$ cat src/rtl/chi_row_stage_if.sv
// Handshake bundle for chi_row_stage: lane input stream, result output stream and done pulse.
// The rc round-constant signal exists only when CHI_IOTA_EN is defined.
`timescale 1ns/1ps
interface chi_row_stage_if #(
  parameter int LANE_W = 64
);
  logic              in_valid;
  logic              in_ready;
  logic [LANE_W-1:0] in_lane;
  logic              out_valid;
  logic              out_ready;
  logic [LANE_W-1:0] out_lane;
  logic [4:0]        out_idx;
  logic              done;
`ifdef CHI_IOTA_EN
  logic [LANE_W-1:0] rc;
`endif

  modport master (
`ifdef CHI_IOTA_EN
    output rc,
`endif
    output in_valid, in_lane, out_ready,
    input  in_ready, out_valid, out_lane, out_idx, done
  );

  modport slave (
`ifdef CHI_IOTA_EN
    input  rc,
`endif
    input  in_valid, in_lane, out_ready,
    output in_ready, out_valid, out_lane, out_idx, done
  );
endinterface

$ cat src/rtl/chi_row_stage.sv
// Chi step over a stream of permuted lanes: buffers one 5-lane row, then emits its chi results.
// Optional iota folding of rc into lane 0 is enabled by defining CHI_IOTA_EN.
`timescale 1ns/1ps
module chi_row_stage #(
  parameter int LANE_W   = 64,
  parameter int NUM_ROWS = 5
) (
  input logic            clk,
  input logic            rst,
  chi_row_stage_if.slave bus
);
  localparam int ROW_W = (NUM_ROWS > 1) ? $clog2(NUM_ROWS) : 1;

  typedef enum logic [1:0] {LOAD, EMIT, FIN} state_t;

  state_t            r_state;
  state_t            w_next;
  logic [2:0]        r_xCnt;
  logic [ROW_W-1:0]  r_rowCnt;
  logic [LANE_W-1:0] r_buf [5];
  logic [LANE_W-1:0] w_chiAll [5];
  logic [LANE_W-1:0] w_lane;
  logic [4:0]        w_idx;
  logic              w_inReady;
  logic              w_outValid;
  logic              w_done;
  logic              w_lastX;
  logic              w_lastRow;

  assign w_lastX   = (r_xCnt == 3'd4);
  assign w_lastRow = (r_rowCnt == ROW_W'(NUM_ROWS - 1));

  always_ff @(posedge clk or posedge rst) begin
    if (rst) r_state <= LOAD;
    else     r_state <= w_next;
  end

  always_comb begin
    w_next     = r_state;
    w_inReady  = 1'b0;
    w_outValid = 1'b0;
    w_done     = 1'b0;
    case (r_state)
      LOAD: begin
        w_inReady = 1'b1;
        if (bus.in_valid && w_lastX) w_next = EMIT;
      end
      EMIT: begin
        w_outValid = 1'b1;
        if (bus.out_ready && w_lastX) w_next = w_lastRow ? FIN : LOAD;
      end
      FIN: begin
        w_done = 1'b1;
        w_next = LOAD;
      end
      default: w_next = LOAD;
    endcase
  end

  // The buffer is written only in LOAD, so chi in EMIT always sees the complete original row.
  always_ff @(posedge clk or posedge rst) begin
    if (rst) begin
      r_xCnt   <= '0;
      r_rowCnt <= '0;
      for (int i = 0; i < 5; i++) r_buf[i] <= '0;
    end else begin
      case (r_state)
        LOAD: begin
          if (bus.in_valid) begin
            for (int i = 0; i < 5; i++)
              if (r_xCnt == 3'(i)) r_buf[i] <= bus.in_lane;
            r_xCnt <= w_lastX ? 3'd0 : r_xCnt + 3'd1;
          end
        end
        EMIT: begin
          if (bus.out_ready) begin
            if (w_lastX) begin
              r_xCnt <= 3'd0;
              if (!w_lastRow) r_rowCnt <= r_rowCnt + ROW_W'(1);
            end else begin
              r_xCnt <= r_xCnt + 3'd1;
            end
          end
        end
        FIN: begin
          r_xCnt   <= 3'd0;
          r_rowCnt <= '0;
        end
        default: ;
      endcase
    end
  end

  always_comb begin
    for (int i = 0; i < 5; i++)
      w_chiAll[i] = r_buf[i] ^ (~r_buf[(i + 1) % 5] & r_buf[(i + 2) % 5]);
  end

  assign w_idx = w_outValid ? (5'(r_rowCnt) * 5'd5 + 5'(r_xCnt)) : 5'd0;

  always_comb begin
    w_lane = '0;
    for (int i = 0; i < 5; i++)
      if (r_xCnt == 3'(i)) w_lane = w_chiAll[i];
`ifdef CHI_IOTA_EN
    if (w_idx == 5'd0) w_lane = w_lane ^ bus.rc;
`endif
  end

  assign bus.in_ready  = w_inReady;
  assign bus.out_valid = w_outValid;
  assign bus.out_lane  = w_outValid ? w_lane : '0;
  assign bus.out_idx   = w_idx;
  assign bus.done      = w_done;
endmodule

$ cat src/flat_wrapper.sv
// flat-port wrapper written by rule: the top's interface ports become plain ports
module chi_row_stage_flat 
#(
  parameter int LANE_W   = 64,
  parameter int NUM_ROWS = 5
)
  (clk, rst, bus_in_valid, bus_in_lane, bus_out_ready, bus_in_ready, bus_out_valid, bus_out_lane, bus_out_idx, bus_done);
  chi_row_stage_if #(.LANE_W(LANE_W)) bus_i ();
  input logic clk;
  input logic rst;
  input wire logic [$bits(bus_i.in_valid)-1:0] bus_in_valid;
  input wire logic [$bits(bus_i.in_lane)-1:0] bus_in_lane;
  input wire logic [$bits(bus_i.out_ready)-1:0] bus_out_ready;
  output wire logic [$bits(bus_i.in_ready)-1:0] bus_in_ready;
  output wire logic [$bits(bus_i.out_valid)-1:0] bus_out_valid;
  output wire logic [$bits(bus_i.out_lane)-1:0] bus_out_lane;
  output wire logic [$bits(bus_i.out_idx)-1:0] bus_out_idx;
  output wire logic [$bits(bus_i.done)-1:0] bus_done;
  assign bus_i.in_valid = bus_in_valid;
  assign bus_i.in_lane = bus_in_lane;
  assign bus_i.out_ready = bus_out_ready;
  assign bus_in_ready = bus_i.in_ready;
  assign bus_out_valid = bus_i.out_valid;
  assign bus_out_lane = bus_i.out_lane;
  assign bus_out_idx = bus_i.out_idx;
  assign bus_done = bus_i.done;
  chi_row_stage #(.LANE_W(LANE_W), .NUM_ROWS(NUM_ROWS)) u_core (.clk(clk), .rst(rst), .bus(bus_i));
endmodule
$ cat config.mk
export PLATFORM = sky130hd
export DESIGN_NAME = chi_row_stage_flat
export DESIGN_NICKNAME = d
export VERILOG_FILES = /design/src/rtl/chi_row_stage_if.sv /design/src/rtl/chi_row_stage.sv /design/src/flat_wrapper.sv
export SDC_FILE = /design/constraint.sdc
export NUM_CORES = 1
export LEC_CHECK = 0
export CORE_MARGIN = 10
export CORE_UTILIZATION = 40
export CTS_CLUSTER_SIZE = 12
export DETAILED_ROUTE_END_ITERATION = 12
export GPL_TIMING_DRIVEN = 0
export PLACE_DENSITY = 0.61
export SYNTH_ARGS = -nofsm -noshare
export SYNTH_HDL_FRONTEND = slang
export SYNTH_SLANG_ARGS = --single-unit
$ cat constraint.sdc
create_clock -name clk -period 17.1 [get_ports clk]
set_clock_uncertainty 0.1 [all_clocks]
set_input_delay 1.71 -clock clk [delete_from_list [all_inputs] [get_ports clk]]
set_output_delay 1.71 -clock clk [all_outputs]
set_load 0.02 [all_outputs]
======== Yosys cells after proc, flatten, opt, wreduce, memory -nomap -nowiden ========
Cells that the tools add are included.
storage, ports and cells
  register bits after elaboration ......... 328
  bits of input ports ..................... 68
  output and inout bits ................... 72
  word-level logic and storage cells ...... 76
operators by class
  add/subtract/negate cells ............... 3
  $mul .................................... 1
  eq/ne operators ......................... 13
  muxes and demuxes ....................... 22
  bitwise gates (word level) .............. 15
  reduce and logical (&&, ||, !) cells .... 14
operator list
  kind                 count
  $mux 64              6
  $and 64x64->64       5
  $not 64->64          5
  $xor 64x64->64       5
  $mux 3               6
  $reduce_and 3->1     6
  $pmux 3 s3           1
  $add 3x1->3 const B  2
  $eq 3x2->1 const B   2
  $eq 3x3->1 const B   2
  $mux 2               3
  $ne 2x1->1 const B   3
  $ne 2x2->1 const B   3
  $pmux 3 s2           1
  $add 5x3->5          1
  $mul 3x3->5 const B  1
  $mux 5               1
  $pmux 2 s2           1
  $reduce_and 4->1     1
  $eq 3x1->1 const B   1
  $logic_not 3->1      1
  $mux 1               3
  $reduce_bool 3->1    1
  $eq 2x1->1 const B   1
  other kinds (5)      6

======== Logic depth before layout (Yosys ltp) ========
Gate-level depths: netlist of the first run.
  depth after elaboration ................. 9
  depth in mapped cells ................... 9

======== Least setup slack after synthesis of the first run ========
No wires, ideal clock.
  kind .................................... flip-flop to output port
  from .................................... reg u_core.r_rowCnt[0]
  to ...................................... out bus_out_idx[4]
  arrival time ............................ 1,926 ps
  setup slack ............................. 13,364 ps
  stages on the path, launching flop included .. 8
  path buffers ............................ 0
  cell sequence ........................... dfrtp_1 ha_1 ha_1 ha_1 a21o_1 a21oi_1 xnor2_1 and2_1
between the ends
  longest elaborated chain between the ends .. 3
ends and longest elaborated chain
  item                    line                 RTL
  start, declared         chi_row_stage.sv:19  logic [ROW_W-1:0] r_rowCnt;
  start signal, assigned  chi_row_stage.sv:79  if (!w_lastRow) r_rowCnt <= r_rowCnt + ROW_W'(1);
  $mul 3x3->5             chi_row_stage.sv:99  assign w_idx = w_outValid ? (5'(r_rowCnt) * 5'd5 + 5'(r_xCnt)) : 5'd0;
  $add 5x3->5             chi_row_stage.sv:99
  $mux 5                  chi_row_stage.sv:99
  end, declared           flat_wrapper.sv:17   output wire logic [$bits(bus_i.out_idx)-1:0] bus_out_idx;
Every way passes these cells.

======== Worst setup path after layout of the first run ========
  from .................................... reg u_core.r_xCnt[2]
  to ...................................... out bus_out_lane[2]
between the ends
  longest elaborated chain between the ends .. 7
  elaborated cells on any way between the ends .. 11
  those cells by class .................... eq/ne (4); mux (6); reduce/logical (1)
ends and longest elaborated chain
  item                    line                  RTL
  start, declared         chi_row_stage.sv:18   logic [2:0] r_xCnt;
  start signal, assigned  chi_row_stage.sv:72   r_xCnt <= w_lastX ? 3'd0 : r_xCnt + 3'd1;
  start signal, assigned  chi_row_stage.sv:81   r_xCnt <= r_xCnt + 3'd1;
  $logic_not 3->1         chi_row_stage.sv:104  if (r_xCnt == 3'(i)) w_lane = w_chiAll[i];
  $mux 64 (4 in a row)    chi_row_stage.sv:104
  $mux 64 (*)             chi_row_stage.sv:104
  $mux 64 (*)             chi_row_stage.sv:112  assign bus.out_lane = w_outValid ? w_lane : '0;
  end, declared           flat_wrapper.sv:16    output wire logic [$bits(bus_i.out_lane)-1:0] bus_out_lane;
Every way passes the cells marked *; elsewhere a longest branch is shown, timed or not.

==> results of run 1 <==
==> flip-flops by register name, summed over array words and instances, names as in the netlist <==
| name | count |
|---|---|
| u_core.r_buf | 320 |
| u_core.r_xCnt | 3 |
| u_core.r_rowCnt | 3 |
| u_core.r_state | 2 |
==> worst reg2reg max path: cells and delay by family (launching register included) <==
family | cells | cell delay [ps]
fa+ha+maj | 1 | 230
simple gates | 2 | 500
mux | 1 | 380
buf+inv | 3 | 680
flops | 1 | 400
==> through the flow <==
stage	util, %	area, sq um
2_1_floorplan	-	19700
3_3_place_gp	44.9	21900
3_5_place_dp	45.0	22000
4_1_cts	47.7	23300
5_1_grt	47.7	23300
6_report	47.7	23300
==> power groups by stage <==
| stage | Clock, mW | Combinational [mW] | Sequential (mW) |
|---|---|---|---|
| after floorplan | 0 | 2.00 | 1.51 |
| after global placement | 0 | 2.49 | 1.60 |
| final | 0.856 | 2.56 | 1.62 |
| after CTS | 0.879 | 2.57 | 1.61 |
| after global routing | 0.912 | 2.80 | 1.69 |
| after detailed placement | 0 | 2.56 | 1.63 |
==> area by class of cell <==
| type | count | share of cell area, % |
|---|---|---|
| Clock inverter | 11 | 0.633 |
| Buffer | 95 | 2.15 |
| Tap cell | 664 | 3.56 |
| Sequential cell | 328 | 35.2 |
| Multi-Input combinational cell | 1411 | 47.0 |
| Clock buffer | 57 | 5.04 |
| Inverter | 11 | 0.209 |
| Timing Repair Buffer | 141 | 6.20 |
| Antenna cell | 1 | 0.0107 |
==> cell usage in the layout, fill, tap and decap left out, types with 5 or more instances in the layout <==
cell and count:
sky130_fd_sc_hd__clkinv_2 5, sky130_fd_sc_hd__clkbuf_16 40, sky130_fd_sc_hd__o21ai_0 122, sky130_fd_sc_hd__dfrtp_1 328, sky130_fd_sc_hd__nor2b_1 193, sky130_fd_sc_hd__ha_1 18, sky130_fd_sc_hd__clkdlybuf4s50_1 139, sky130_fd_sc_hd__a21oi_1 196
sky130_fd_sc_hd__buf_6 7, sky130_fd_sc_hd__mux2_1 47, sky130_fd_sc_hd__inv_1 10, sky130_fd_sc_hd__nand2b_1 130, sky130_fd_sc_hd__xnor2_1 321, sky130_fd_sc_hd__mux2_2 273, sky130_fd_sc_hd__o21ai_1 12, sky130_fd_sc_hd__o22ai_1 64
sky130_fd_sc_hd__clkbuf_1 44, sky130_fd_sc_hd__buf_4 13, sky130_fd_sc_hd__clkbuf_8 11, sky130_fd_sc_hd__and2_1 7, sky130_fd_sc_hd__buf_2 35
==> final timing paths <==
| path | end | startpoint |
|---|---|---|
| max | bus_out_lane[2] | u_core.r_xCnt[2]$_DFFE_PP0P_ |
| min | u_core.r_buf[49]$_DFFE_PP0P_ | u_core.r_buf[49]$_DFFE_PP0P_ |
| max reg2reg | u_core.r_buf[32]$_DFFE_PP0P_ | u_core.r_xCnt[0]$_DFFE_PP0P_ |
| min reg2reg | u_core.r_buf[49]$_DFFE_PP0P_ | u_core.r_buf[49]$_DFFE_PP0P_ |
| max in group asynchronous | u_core.r_buf[42]$_DFFE_PP0P_ | rst |
| min in group asynchronous | u_core.r_buf[133]$_DFFE_PP0P_ | rst |
==> metal layers <==
metal	up-vias	global-route usage (%)	routed length (microns)
met3	82	3.08	2190
met2	258	30.5	25700
li1	6729	-	-
met4	2	5.68	1180
met5	-	0	13
met1	7109	22.1	23400
==> cell families after synthesis <==
kind of cell	after synthesis	share of synthesized area [%]
AO/OA/AOI/OAI	399	10.6
AND/OR/NAND/NOR	349	11.1
flip-flops	328	41.6
XOR/XNOR	323	14.4
multiplexers	321	18.3
buffers and inverters	106	2.76
adder cells (fa/ha/maj)	19	1.24
==> results.md, run 1 <==
- The synthesized instance count is 1845.
- The sequential power share is 32.2%.
- The number of instances on the worst hold path is 1.
- Routability-driven placement finished with a final weighted congestion of 0.817.
- Among cell families on the critical path, the largest total delay comes from buffers and inverters.
- The kind of capture point of the worst setup path is an output pin.
- The final cell count without fillers is 2719.
- The global-route wire length before repair is 83500 microns.
- For this design the total switching power over the nets is 1.95 mW.
- After detailed routing, the number of remaining DRC violations is 0.
- The number of pins with negative max-slew slack in the final report came to 0.
- The synthesized netlist occupies a cell area of 0.0197 sq mm.
- The dominant cell type by area after synthesis is sky130_fd_sc_hd__dfrtp_1.
- The total number of H-tree levels is 2.
- The number of buffers and inverters on the critical path is 4.
- Combinational logic is responsible for 50.8% of the overall power.
- The routed via count divided by cell count is 5.22.
- In the global route stage, overall resource usage came out at 17.7%.
- The number of nets with antenna violations after detailed routing is 0.
- Input and output buffers added on the ports amount to 139.
- The post-detailed-routing wire length is 52500 microns.
- Power comes to 5.03 mW.
- The number of nets in the synthesized netlist is 1932.
- TritonCTS built the clock tree.
- Entering global routing, the biggest net connects 131 pins.
- Of all nets on the critical path, the largest fanout is 10.
- The clock root buffer is sky130_fd_sc_hd__clkbuf_16.
- In the post-synthesis netlist, the cell with the most instances is sky130_fd_sc_hd__dfrtp_1.
- The detailed router finished its first iteration with 625 violations.
- The share of total power dissipated in the clock network is 17.0%.
- The width of the chip is 242 microns.
- Static timing analysis puts the maximum clock frequency at 0.175 GHz.
- The critical path goes through inv_1, ha_1, clkbuf_1, buf_1, a21oi_1, a21oi_1, clkdlybuf4s50_1.
- The synthesis warning total is 0.
- After layout, the worst setup slack is 11400 ps.
- The type of the worst setup path is flop to output pin.
- The die covers 0.0586 sq mm.
- The via count of the first global-routing pass is 14800.
- The largest voltage drop on the vdd net is 0.000115 V.
- The unique cell type count in the Yosys netlist is 34.
- The logic depth of the worst setup path including buffers is 7.
- The number of endpoints with negative hold slack in the final report is 0.
- At the end of the flow, the number of nets in the layout was 2115.
- The core box area is 0.0488 sq mm.
- The average cell area after synthesis is 10.7 sq um.
- Clock-pin slew was measured on the worst setup and hold paths at 60 ps.
- The initial core utilization is 40.3%.
- The fraction of registers with async set/reset is 100%.
- The worst-skew pair later-pin latency is 560 ps.
- The tightest min-delay check is of the flop to flop type.
- Counting flops and latches in the post-synthesis netlist gives 328.
- Fill cells in the final layout number 4553.
- The maximum clock insertion buffer count is 3.
- Headroom to the max-slew limit came out at 34.8%.
- Row generation in the floorplan step produced 81 rows.
- The final critical path takes up 33.3% of the cycle.
- The startpoint kind of the worst setup timing path is a flop.
- The number of antenna violations at the first check in global routing came to 2.
- For this run, the leading register cell type out of synthesis is sky130_fd_sc_hd__dfrtp_1.
- The tool flagged a number of max-cap violations equal to 0.
- The share of final-layout standard cells stronger than drive strength 1 is 19.5%.
- For the pin with the worst max-slew slack, the measured transition is 979 ps.
- The TritonCTS buffer count is 40.
- The layout overhead on the synthesized area is 18.3%.
- Summed over all nets, the half-perimeter wirelength after detailed placement is 35400 microns.
- The share of the Yosys chip area taken by registers is 41.6%.
- The largest stage delay on the critical path is 750 ps.
- The total negative setup slack is 0 ps.
- The count of hold buffers inserted by post-cts repair is 0.
- The final hold slack is 447 ps.
- The number of cell instances on the worst register-to-register path is 7.
- Counting flops with a built-in enable in the synthesized netlist gives 0.
- The total overflow reported by the global router is 0.
- Ranked by instance count, the synthesized netlist is headed by sky130_fd_sc_hd__dfrtp_1 (328), sky130_fd_sc_hd__xnor2_1 (321), sky130_fd_sc_hd__mux2_2 (273).
- After detailed routing, the average wire length per cell comes to 19.3 microns.
- The net switching share of the total power is 38.9%.
- By area the synthesized netlist is led by sky130_fd_sc_hd__dfrtp_1 (42%), sky130_fd_sc_hd__mux2_2 (16%), sky130_fd_sc_hd__xnor2_1 (14%), sky130_fd_sc_hd__nor2b_1 (6.1%), sky130_fd_sc_hd__a21oi_1 (5.0%).
- In this run the static leakage power is 8.88 nW.
- The number of placed cells counting well taps is 2650.
- The number of sinks on the clock net is 328.
- STA puts the critical path data required time at 15290 ps.
- For flop-to-flop paths, the worst setup slack is 14670 ps.
- The area of the multi-input gates is 0.0110 sq mm.
- The run finished with clean final reports.
- For this design, the slowest cell found on the critical path is sky130_fd_sc_hd__clkbuf_1.
- Setup repair after global routing left no endpoint under its margin.
- Pin placement for this block handled 140 I/O pins.
- The clock period could shrink to 5700 ps.
- Post-CTS timing repair inserted 0 buffers for setup.
- The cell with the most instances on the worst path is sky130_fd_sc_hd__a21oi_1.
- The first detailed-routing pass took 5 iterations.
- Power spread over the standard cell area amounts to 216 mW/mm^2.
- At the worst endpoint, the arrival time is 3890 ps.
- The die span in y is 242 microns.
- The routed layout has 14200 vias.
- Setup violations remaining at the end of the flow were counted as 0.
- The internal power is 3.07 mW.
- The area used by sequential logic in the layout is 0.00821 sq mm.
- Once the clock tree was built, the resizer swapped 0 gates to a different size.
- The worst setup timing slack at the placement stage is 12040 ps.
- The area fraction of the dominant cell type after synthesis is 41.6%.
(Power assumes the default switching activity.)
==> inputs of run 2 (changes only) <==
Settings changed: PLACE_DENSITY 0.61 to 0.63.
Clock period 17.1 ns to 4.9 ns, I/O delays scaled along.
==> run 2 against run 1 <==
Effect of this change:
- combinational power grew to 3.5 times the previous value
- power grew to 3.5 times the previous value
- cell count is 0.22% higher
- global-route usage is 0.11 points higher
- non-clock buffer count is 6 higher
- hold slack worse by 150 ps
- count of clock-buffer cells in the layout stayed put
- critical path depth stayed put
- die area stayed put
- via count is 0.45% higher
==> results.md, run 2 (synthesis gave the netlist of run 1 again) <==
- The number of antenna violations at the first check in global routing was 1 (-1).
- The number of sinks on the clock net is 328 (unchanged).
- The total overflow reported by the global router is 0 (unchanged).
- The number of post-CTS setup repair buffers is 0 (unchanged).
- The post-detailed-routing wire length came to 52700 microns (+0.41%).
- The number of detailed-route iterations in the first pass is 5 (unchanged).
- The standby leakage power came to 8.91 nW (+0.33%).
- In this run the worst hold path is classified as input pin to asynchronous set/reset pin.
- The layout overhead on the synthesized area is 18.7%.
- The global-route wire length before repair is 83800 microns (+0.45%).
- The remaining design rule violation count is 0 (unchanged).
- The register clock-pin slew on the reported worst setup and hold paths is 50 ps (about the same).
- The number of nets with antenna violations after detailed routing came to 0 (unchanged).
- The total power draw was 17.5 mW (+250%).
- The most common library cell in the layout ignoring fill and taps is sky130_fd_sc_hd__dfrtp_1.
- The number of pins with negative max-slew slack in the final report is 0 (unchanged).
- The pin slew with the least headroom to its limit is 924 ps (-55.0 ps).
- The core box area was 0.0488 sq mm (unchanged).
- The post-route cell area is 0.0234 sq mm (+0.30%).
- The clock period could shrink to 4400 ps.
- The number of standard-cell rows in the floorplan is 81 (unchanged).
- The number of cell instances on the worst register-to-register path is 7 (unchanged).
- The final net count is 2121 (+0.28%).
- The routed via count divided by cell count is 5.23 (+0.23%).
- The run finished with clean final reports.
- The via count of the first global-routing pass is 14800 (unchanged).
- The startpoint of the worst setup timing path is u_core.r_xCnt[2]$_DFFE_PP0P_.
- The ratio of final minimum period to clock period is 89.8%.
- The post-CTS resize count is 0 (unchanged).
- Setup repair after global routing left no endpoint under its margin.
- The width of the chip is 242 microns (unchanged).
- STA classifies the critical path endpoint as an output pin.
- The global-route total usage across every layer is 17.8% (+0.11 points).
- The top register by number of flip-flops is u_core.r_buf.
- The area of the die is 0.0586 sq mm (unchanged).
- The final standard cell utilization of the core is 47.9% (+0.14 points).
- The peak fanout along the critical path was 10 (unchanged).
- The maximum clock insertion buffer count is 3 (unchanged).
- The die span in y is 242 microns (unchanged).
- The worst setup path is launched from a flop.
- The number of input and output port buffers inserted is 139 (unchanged).
- The initial core utilization is 40.3% (unchanged).
- The pin count of the biggest net entering global routing was 44 (-66%).
- The share of final-layout standard cells stronger than drive strength 1 is 19.5% (about the same).
- The largest voltage drop on the vdd net came to 0.000295 V (+160%).
- The I/O pin total is 140 (unchanged).
- The top cell types in the final layout, fill and taps aside, are sky130_fd_sc_hd__dfrtp_1 (328), sky130_fd_sc_hd__xnor2_1 (321), sky130_fd_sc_hd__mux2_2 (273).
- The count of max-cap constraint violations is 0 (unchanged).
- The cell area after placement was 0.0221 sq mm (+0.46%).
- The critical path is of the flop to output pin type.
- The final-report setup violation count came to 0 (unchanged).
- The number of endpoints with negative hold slack in the final report is 0 (unchanged).
- The worst-case headroom to the max-slew limit is 38.4% (+3.7 points).
- The count of routing violations after the opening detailed-route iteration was 671 (+7.4%).
- The worst-skew pair later-pin latency is 550 ps (about the same).
- The half-perimeter wire length after detailed placement came to 36100 microns (+1.9%).
- The detailed-route wire length per cell was 19.4 microns (+0.19%).
- The clock root buffer is sky130_fd_sc_hd__clkbuf_16.
- The power density over the cells is 750 mW/mm^2 (+250%).
- The CTS tree is built.
- The TritonCTS buffer count is 40 (unchanged).
- The total number of H-tree levels is 2 (unchanged).
- The data arrival time of the worst path is 3810 ps (-80 ps).
- The highest achievable clock rate is 0.227 GHz.
- The count of hold buffers inserted by post-cts repair was 0 (unchanged).
- The global placer's final weighted congestion is 0.805 (-1.4%).
- The startpoint identified for the worst register-to-register timing path is u_core.r_state[0]$_DFFE_PP0P_.
- The total via count after detailed routing came to 14200 (+0.45%).
- The critical path data required time is 4310 ps (-10980 ps).
- The largest registers in the layout are u_core.r_buf x320, u_core.r_rowCnt x3, u_core.r_xCnt x3.
- The flip-flop count of the largest register, all copies and words added is 320 (unchanged).
run 2: cell types whose count changed in the layout (fill, tap and decap cells not counted), moves of 2 or more:
cell | before | now
sky130_fd_sc_hd__buf_12 | 0 | 8
sky130_fd_sc_hd__clkbuf_8 | 11 | 5
sky130_fd_sc_hd__clkbuf_1 | 44 | 49
sky130_fd_sc_hd__buf_16 | 2 | 0
sky130_fd_sc_hd__clkinv_2 | 5 | 7
run 2: report_power, final:
part	internal, mW	leakage [nW]	total (mW)	switching (mW)
clock network	1.81	0.638	2.96	1.14
logic	4.82	4.33	8.93	4.11
registers	4.10	3.94	5.65	1.55
run 2: final cells by class:
class                   instances  area [sq um]
multi-input cells            1411         11000
inverters                      11          45.0
diodes                          1          2.50
repair buffers                147          1550
well taps                     664           831
clock buffers                  57          1140
clock inverters                11           155
plain buffers                  95           502
flip-flops and latches        328          8210
fillers                      4531         25500
run 2: routing by layer:
layer / up-vias / global-route usage (%) / share of wire [%] / routed length, microns
met5: - / 0 / 0 / 0
met4: 0 / 7.51 / 3.2 / 1680
met3: 101 / 2.87 / 4.1 / 2170
met2: 278 / 29.7 / 48 / 25300
met1: 7132 / 22.5 / 45 / 23600
li1: 6733 / - / - / -
run 2: per-stage QoR:
| step | TNS, ps | setup slack, ps | instances | hold slack (ps) |
|---|---|---|---|---|
| finish | 0 | 502 | 2725 | 293 |
| global route | 0 | 324 | 2725 | 328 |
| CTS | 0 | 461 | 2724 | 286 |
| detailed placement | 0 | 1070 | 2656 | 440 |
| global placement | -767390 | -2390 | 2648 | 431 |
| floorplan | -22530 | -68.7 | 1845 | 414 |
run 2: worst paths after layout:
kind / to / slack (ps)
min: u_core.r_buf[195]$_DFFE_PP0P_ / 290
min in group clk: u_core.r_buf[50]$_DFFE_PP0P_ / 450
max: bus_out_lane[1] / 500
min reg2reg: u_core.r_buf[50]$_DFFE_PP0P_ / 450
max reg2reg: u_core.r_buf[3]$_DFFE_PP0P_ / 2480
max in group asynchronous: u_core.r_buf[166]$_DFFE_PP0P_ / 3200
run 2: critical path: stages, from the launching register on:
cell and delay (ps):
sky130_fd_sc_hd__dfrtp_1 450, sky130_fd_sc_hd__inv_1 180, sky130_fd_sc_hd__ha_1 230, sky130_fd_sc_hd__clkbuf_1 710, sky130_fd_sc_hd__buf_1 570, sky130_fd_sc_hd__a21oi_1 130, sky130_fd_sc_hd__a21oi_1 310, sky130_fd_sc_hd__clkdlybuf4s50_1 680
==> inputs of run 3 (changes only) <==
Settings changed: ABC_CLOCK_PERIOD_IN_PS set to 4900.
==> results of run 3 <==
Same layout as run 2: the final DEF is identical, and so are final timing and power.
==> edit 1 (config.mk and constraints of run 1) <==
`LANE_W` is set to 64 in 3 places; all go to 56.
--- a/src/rtl/chi_row_stage_if.sv
+++ b/src/rtl/chi_row_stage_if.sv
@@ -2,7 +2,7 @@
 // The rc round-constant signal exists only when CHI_IOTA_EN is defined.
 `timescale 1ns/1ps
 interface chi_row_stage_if #(
-  parameter int LANE_W = 64
+  parameter int LANE_W = 56
 );
   logic              in_valid;
   logic              in_ready;
--- a/src/rtl/chi_row_stage.sv
+++ b/src/rtl/chi_row_stage.sv
@@ -2,7 +2,7 @@
 // Optional iota folding of rc into lane 0 is enabled by defining CHI_IOTA_EN.
 `timescale 1ns/1ps
 module chi_row_stage #(
-  parameter int LANE_W   = 64,
+  parameter int LANE_W   = 56,
   parameter int NUM_ROWS = 5
 ) (
   input logic            clk,
--- a/src/flat_wrapper.sv
+++ b/src/flat_wrapper.sv
@@ -1,7 +1,7 @@
 // flat-port wrapper written by rule: the top's interface ports become plain ports
 module chi_row_stage_flat 
 #(
-  parameter int LANE_W   = 64,
+  parameter int LANE_W   = 56,
   parameter int NUM_ROWS = 5
 )
   (clk, rst, bus_in_valid, bus_in_lane, bus_out_ready, bus_in_ready, bus_out_valid, bus_out_lane, bus_out_idx, bus_done);
Interface: changed (resized bus_in_lane and bus_out_lane); port bits go from 140 to 124. No check against the original RTL was run, so the function may have changed too.
==> edit 1 against run 1 <==
Power decreased by 9.4%. Non-clock buffer count decreased by 23. Synthesized area decreased by 11%. Register-to-register slack improved by 20 ps. Worst setup slack got worse by 23 ps. Sequential cell count decreased by 40. Hold slack got worse by 1.3 ps. Largest power group unchanged. Cell area decreased by 10%. Sequential power decreased by 12%. Wire length decreased by 11%. Largest cell class unchanged.
==> edit 1: results (changes against run 1) <==
critical_path:
  arrival_ps: 3920  # +30 ps
  reg2reg_slack_ps: 14690  # +20 ps
  crit_end: "bus_out_lane[34]"
  r2r_start: "u_core.r_state[0]"
  reg2regPathDepth: 8  # +1
  cpPeakStageDelay_ps: 700  # -50 ps
pwr:
  swShare_pct: 38.21  # -0.66 points
  p_leak_nw: 8.240  # -7.2%
  ir_drop_v: 0.0001159  # +0.87%
  power_sequential_mw: 1.43  # -12%
logic_synthesis:
  synthTopCellsByCount: "288 x dfrtp_1, 281 x xnor2_1, 172 x a21oi_1"
  synthAdderAreaFrac_pct: 1.391  # +0.15 points
  yosys-top-cells-area: "dfrtp_1 41%, xnor2_1 14%, mux2_2 9.3%"
  yosysSeqAreaShare_pct: 40.87  # -0.78 points
  muxShareOfSynthArea_pct: 19.38  # +1.0 points
  synth_compound_area_share_pct: 10.43  # -0.17 points
  synth.distinct_cells: 32  # -5.9%
grt:
  met3_usage_pct: 3.078  # about the same
  use_met1_pct: 22.79  # +0.68 points
  grt_antenna_before_repair: 1  # -1
  met2_usage_pct: 29.12  # -1.4 points
  grt_pass1_vias: 12970  # -12%
  grt_pass1_wl_um: 74200  # -11%
place:
  io_buffers: 123  # -12%
  dp.final_hpwl_um: 31270  # -12%
  pre_cts_slack_ps: 11910  # -134.7 ps
  place_congestion: 0.7981  # -2.3%
finish:
  n_fill_cell: 4047  # -11%
  fin_nets: 1873  # -11%
  reg_top3: "u_core.r_buf: 280 flops, u_core.r_rowCnt: 3 flops, u_core.r_xCnt: 3 flops"
worst_hold_path:
  holdPathEnd: "u_core.r_buf[29]"
drt:
  met2WireLength_um: 22600  # -12%
  dr_wl_met3_um: 1891  # -13%
  wl_met1_um: 21210  # -9.5%
outcome:
  outcome: "complete, no violations"
timing:
  post-route-period-util_pct: 33.48  # +0.13 points
edit 1: stage by stage:
step	hold slack (ps)	cell area (um^2)	utilization, %	total power, mW	instances
2_1_floorplan	413.9	17640	-	3.140	1630
3_3_place_gp	430.6	19600	45.20	3.673	2338
3_5_place_dp	437.4	19660	45.34	3.739	2340
4_1_cts	450.3	20970	48.35	4.597	2405
5_1_grt	481.6	20970	48.35	4.886	2405
6_report	445.8	20970	48.35	4.556	2405
edit 1: layout make-up:
type | instances | area, um^2 | area share, %
tap | 585 | 732.0 | 3.491
inverter | 11 | 48.80 | 0.2327
sequential | 288 | 7207 | 34.37
clock buffer | 53 | 1109 | 5.287
multi-input combinational | 1243 | 9889 | 47.17
timing repair buffer | 125 | 1286 | 6.135
clock inverter | 12 | 196.4 | 0.9369
buffer | 88 | 498.0 | 2.375
edit 1: critical path, delay by kind of cell, from the launching register on:
family	cells	cell delay (ps)
buffers and inverters	5	2290
AO/OA/AOI/OAI	2	460
flip-flops	1	450
adder cells (fa/ha/maj)	1	150
==> edit 2 (flow settings as in run 1) <==
Made on the original files. The 3 states of `state_t` get a one-hot encoding in 3 bits.
--- a/src/rtl/chi_row_stage.sv
+++ b/src/rtl/chi_row_stage.sv
@@ -11,7 +11,7 @@
 );
   localparam int ROW_W = (NUM_ROWS > 1) ? $clog2(NUM_ROWS) : 1;
 
-  typedef enum logic [1:0] {LOAD, EMIT, FIN} state_t;
+  typedef enum logic [2:0] {LOAD = 3'b001, EMIT = 3'b010, FIN = 3'b100} state_t;
 
   state_t            r_state;
   state_t            w_next;
Behaviour: same outputs for any inputs over 4 cycles, from zero or initial values and one cycle with rst high; so few cycles prove little.
==> edit 2 against run 1 <==
Cell area down 0.25%. Synthesized area down 0.12%. Worst setup slack worse by 60 ps. Wire length up 2.5%. Non-clock buffer count unchanged. Power down 8.3%. First-iteration DRC count up 12%. Sequential cell count up 1. Combinational power down 16%. Critical path type unchanged.
==> edit 2: results (changes against run 1) <==
outcome:
  outcome: "complete, no violations"
logic_synthesis:
  ys_async_sr_fraction_pct: 100.0  # unchanged
  syn_inst: 1781  # -3.5%
  synthTopCellsByCount: "328 x dfrtp_1, 323 x xnor2_1, 257 x nor2b_1"
  synth_nets: 1865  # -3.5%
  ys_warn_count: 0  # unchanged
  synth.distinct_cells: 37  # +8.8%
  yosys-top-cells-area: "dfrtp_1 42%, xnor2_1 14%, mux2_2 9.7%"
  yosysSeqAreaShare_pct: 41.83  # +0.18 points
finish:
  drive_gt1_share_pct: 14.09  # -5.4 points
  n_fill_cell: 4508  # -0.99%
  largest_reg_flops: 320  # unchanged
  diodes: 0  # -1
  fin_nets: 2048  # -3.2%
  regMostFlops: "u_core.r_buf"
critical_path:
  reg2reg_slack_ps: 14300  # -370 ps
  slowest_stage: "clkdlybuf4s50_1"
  cpPeakStageDelay_ps: 710  # -40 ps
  reg2regPathDepth: 7  # unchanged
  worstReg2RegEnd: "u_core.r_state[0]"
  arrival_ps: 3950  # +60 ps
  r2r_start: "u_core.r_xCnt[0]"
  crit_fanout: 10  # unchanged
place:
  io_buffers: 139  # unchanged
  dp.final_hpwl_um: 36050  # +1.8%
  placed_area_um2: 21970  # -0.11%
  place_congestion: 0.8246  # +0.97%
  pre_cts_slack_ps: 11830  # -211.5 ps
  dp.cells: 2586  # -2.4%
grt:
  grt_antenna_before_repair: 3  # +1
  met2_usage_pct: 30.74  # +0.26 points
  grt_pass1_wl_um: 84920  # +1.7%
  use_met1_pct: 23.14  # +1.0 points
  grt_pass1_vias: 14770  # -0.27%
  track_usage_pct: 18.11  # +0.42 points
  grt_max_degree: 120  # -8.4%
  met3_usage_pct: 3.693  # +0.62 points
drt:
  vias_per_cell: 5.333  # +2.3%
  vias: 14180  # -0.035%
  routed_wl_um: 53860  # +2.5%
  drt_iter0_drc: 697  # +12%
  firstDrtPassIters: 5  # unchanged
clocking:
  cts-root-buf: "clkbuf_16"
  ctsResizeCount: 0  # unchanged
  post-cts-setup-buffers: 0  # unchanged
  path_clk_slew_ps: 60  # about the same
  cts_buffers: 40  # unchanged
worst_hold_path:
  hold_path.class: "flop to flop"
  hp-start: "u_core.r_buf[147]"
  holdPathEnd: "u_core.r_buf[147]"
  min_path_cells: 1  # unchanged
pwr:
  pwr_density_cell_nw_per_um2: 198.2  # -8.1%
  ir_drop_v: 0.0001059  # -7.8%
  p_leak_nw: 8.753  # -1.4%
timing:
  hold_viol_final: 0  # unchanged
  whs_ps: 456.9  # +9.911 ps
  worst_slack_ps: 11340  # -59.60 ps
  relSlewSlack_pct: 44.11  # +9.4 points
[edit 2: changes by cell type in the layout (fill, tap and decap cells not counted), moves of 7 or more]
cell	before	now
buf_6	7	23
nand2b_1	130	65
nand2_1	4	11
buf_2	35	12
a221oi_1	0	64
mux2_2	273	170
o21ai_1	12	0
nor2b_1	193	257
clkbuf_1	44	62
mux2_1	47	151
a21oi_1	196	132
buf_4	13	3
o21ai_0	122	67
[edit 2: kinds of logic after synthesis]
logic type | share of synthesized area (%)
DFF | 41.83
buffers and inverters | 2.956
AOI/OAI and AO/OA | 10.18
and+or+nand+nor | 11.25
xor gates and xnor gates | 14.37
muxes | 18.36
adders and majority gates | 1.055
[edit 2: cell type report]
class	instances	share of cell area, %
Multi-Input combinational cell	1350	46.73
Sequential cell	329	35.40
Timing Repair Buffer	141	6.218
Clock buffer	58	4.987
Tap cell	664	3.572
Buffer	95	2.388
Clock inverter	14	0.5594
Inverter	7	0.1452
[edit 2: report_power, final]
group	leakage [nW]	total (mW)	internal, mW	switching (mW)
clock	0.640	0.836	0.501	0.335
sequential	3.95	1.62	1.17	0.448
combinational	4.16	2.15	1.18	0.972
[edit 2: worst max path at each step]
stage | to | slack (ps) | startpoint
finish | bus_out_lane[20] | 11340 | u_core.r_xCnt[0]
global route | bus_out_lane[43] | 11030 | u_core.r_xCnt[0]
CTS | bus_out_lane[63] | 11230 | u_core.r_xCnt[0]
detailed placement | bus_out_lane[10] | 11830 | u_core.r_xCnt[0]
global placement | u_core.r_buf[218] | 2110 | rst
floorplan | u_core.r_buf[0] | 6180 | rst
[edit 2: layer usage]
| metal | routed length (um) | vias up |
|---|---|---|
| met5 | 41 | - |
| met4 | 921 | 6 |
| met3 | 2441 | 74 |
| met2 | 26250 | 263 |
| met1 | 24200 | 7227 |
| li1 | - | 6605 |
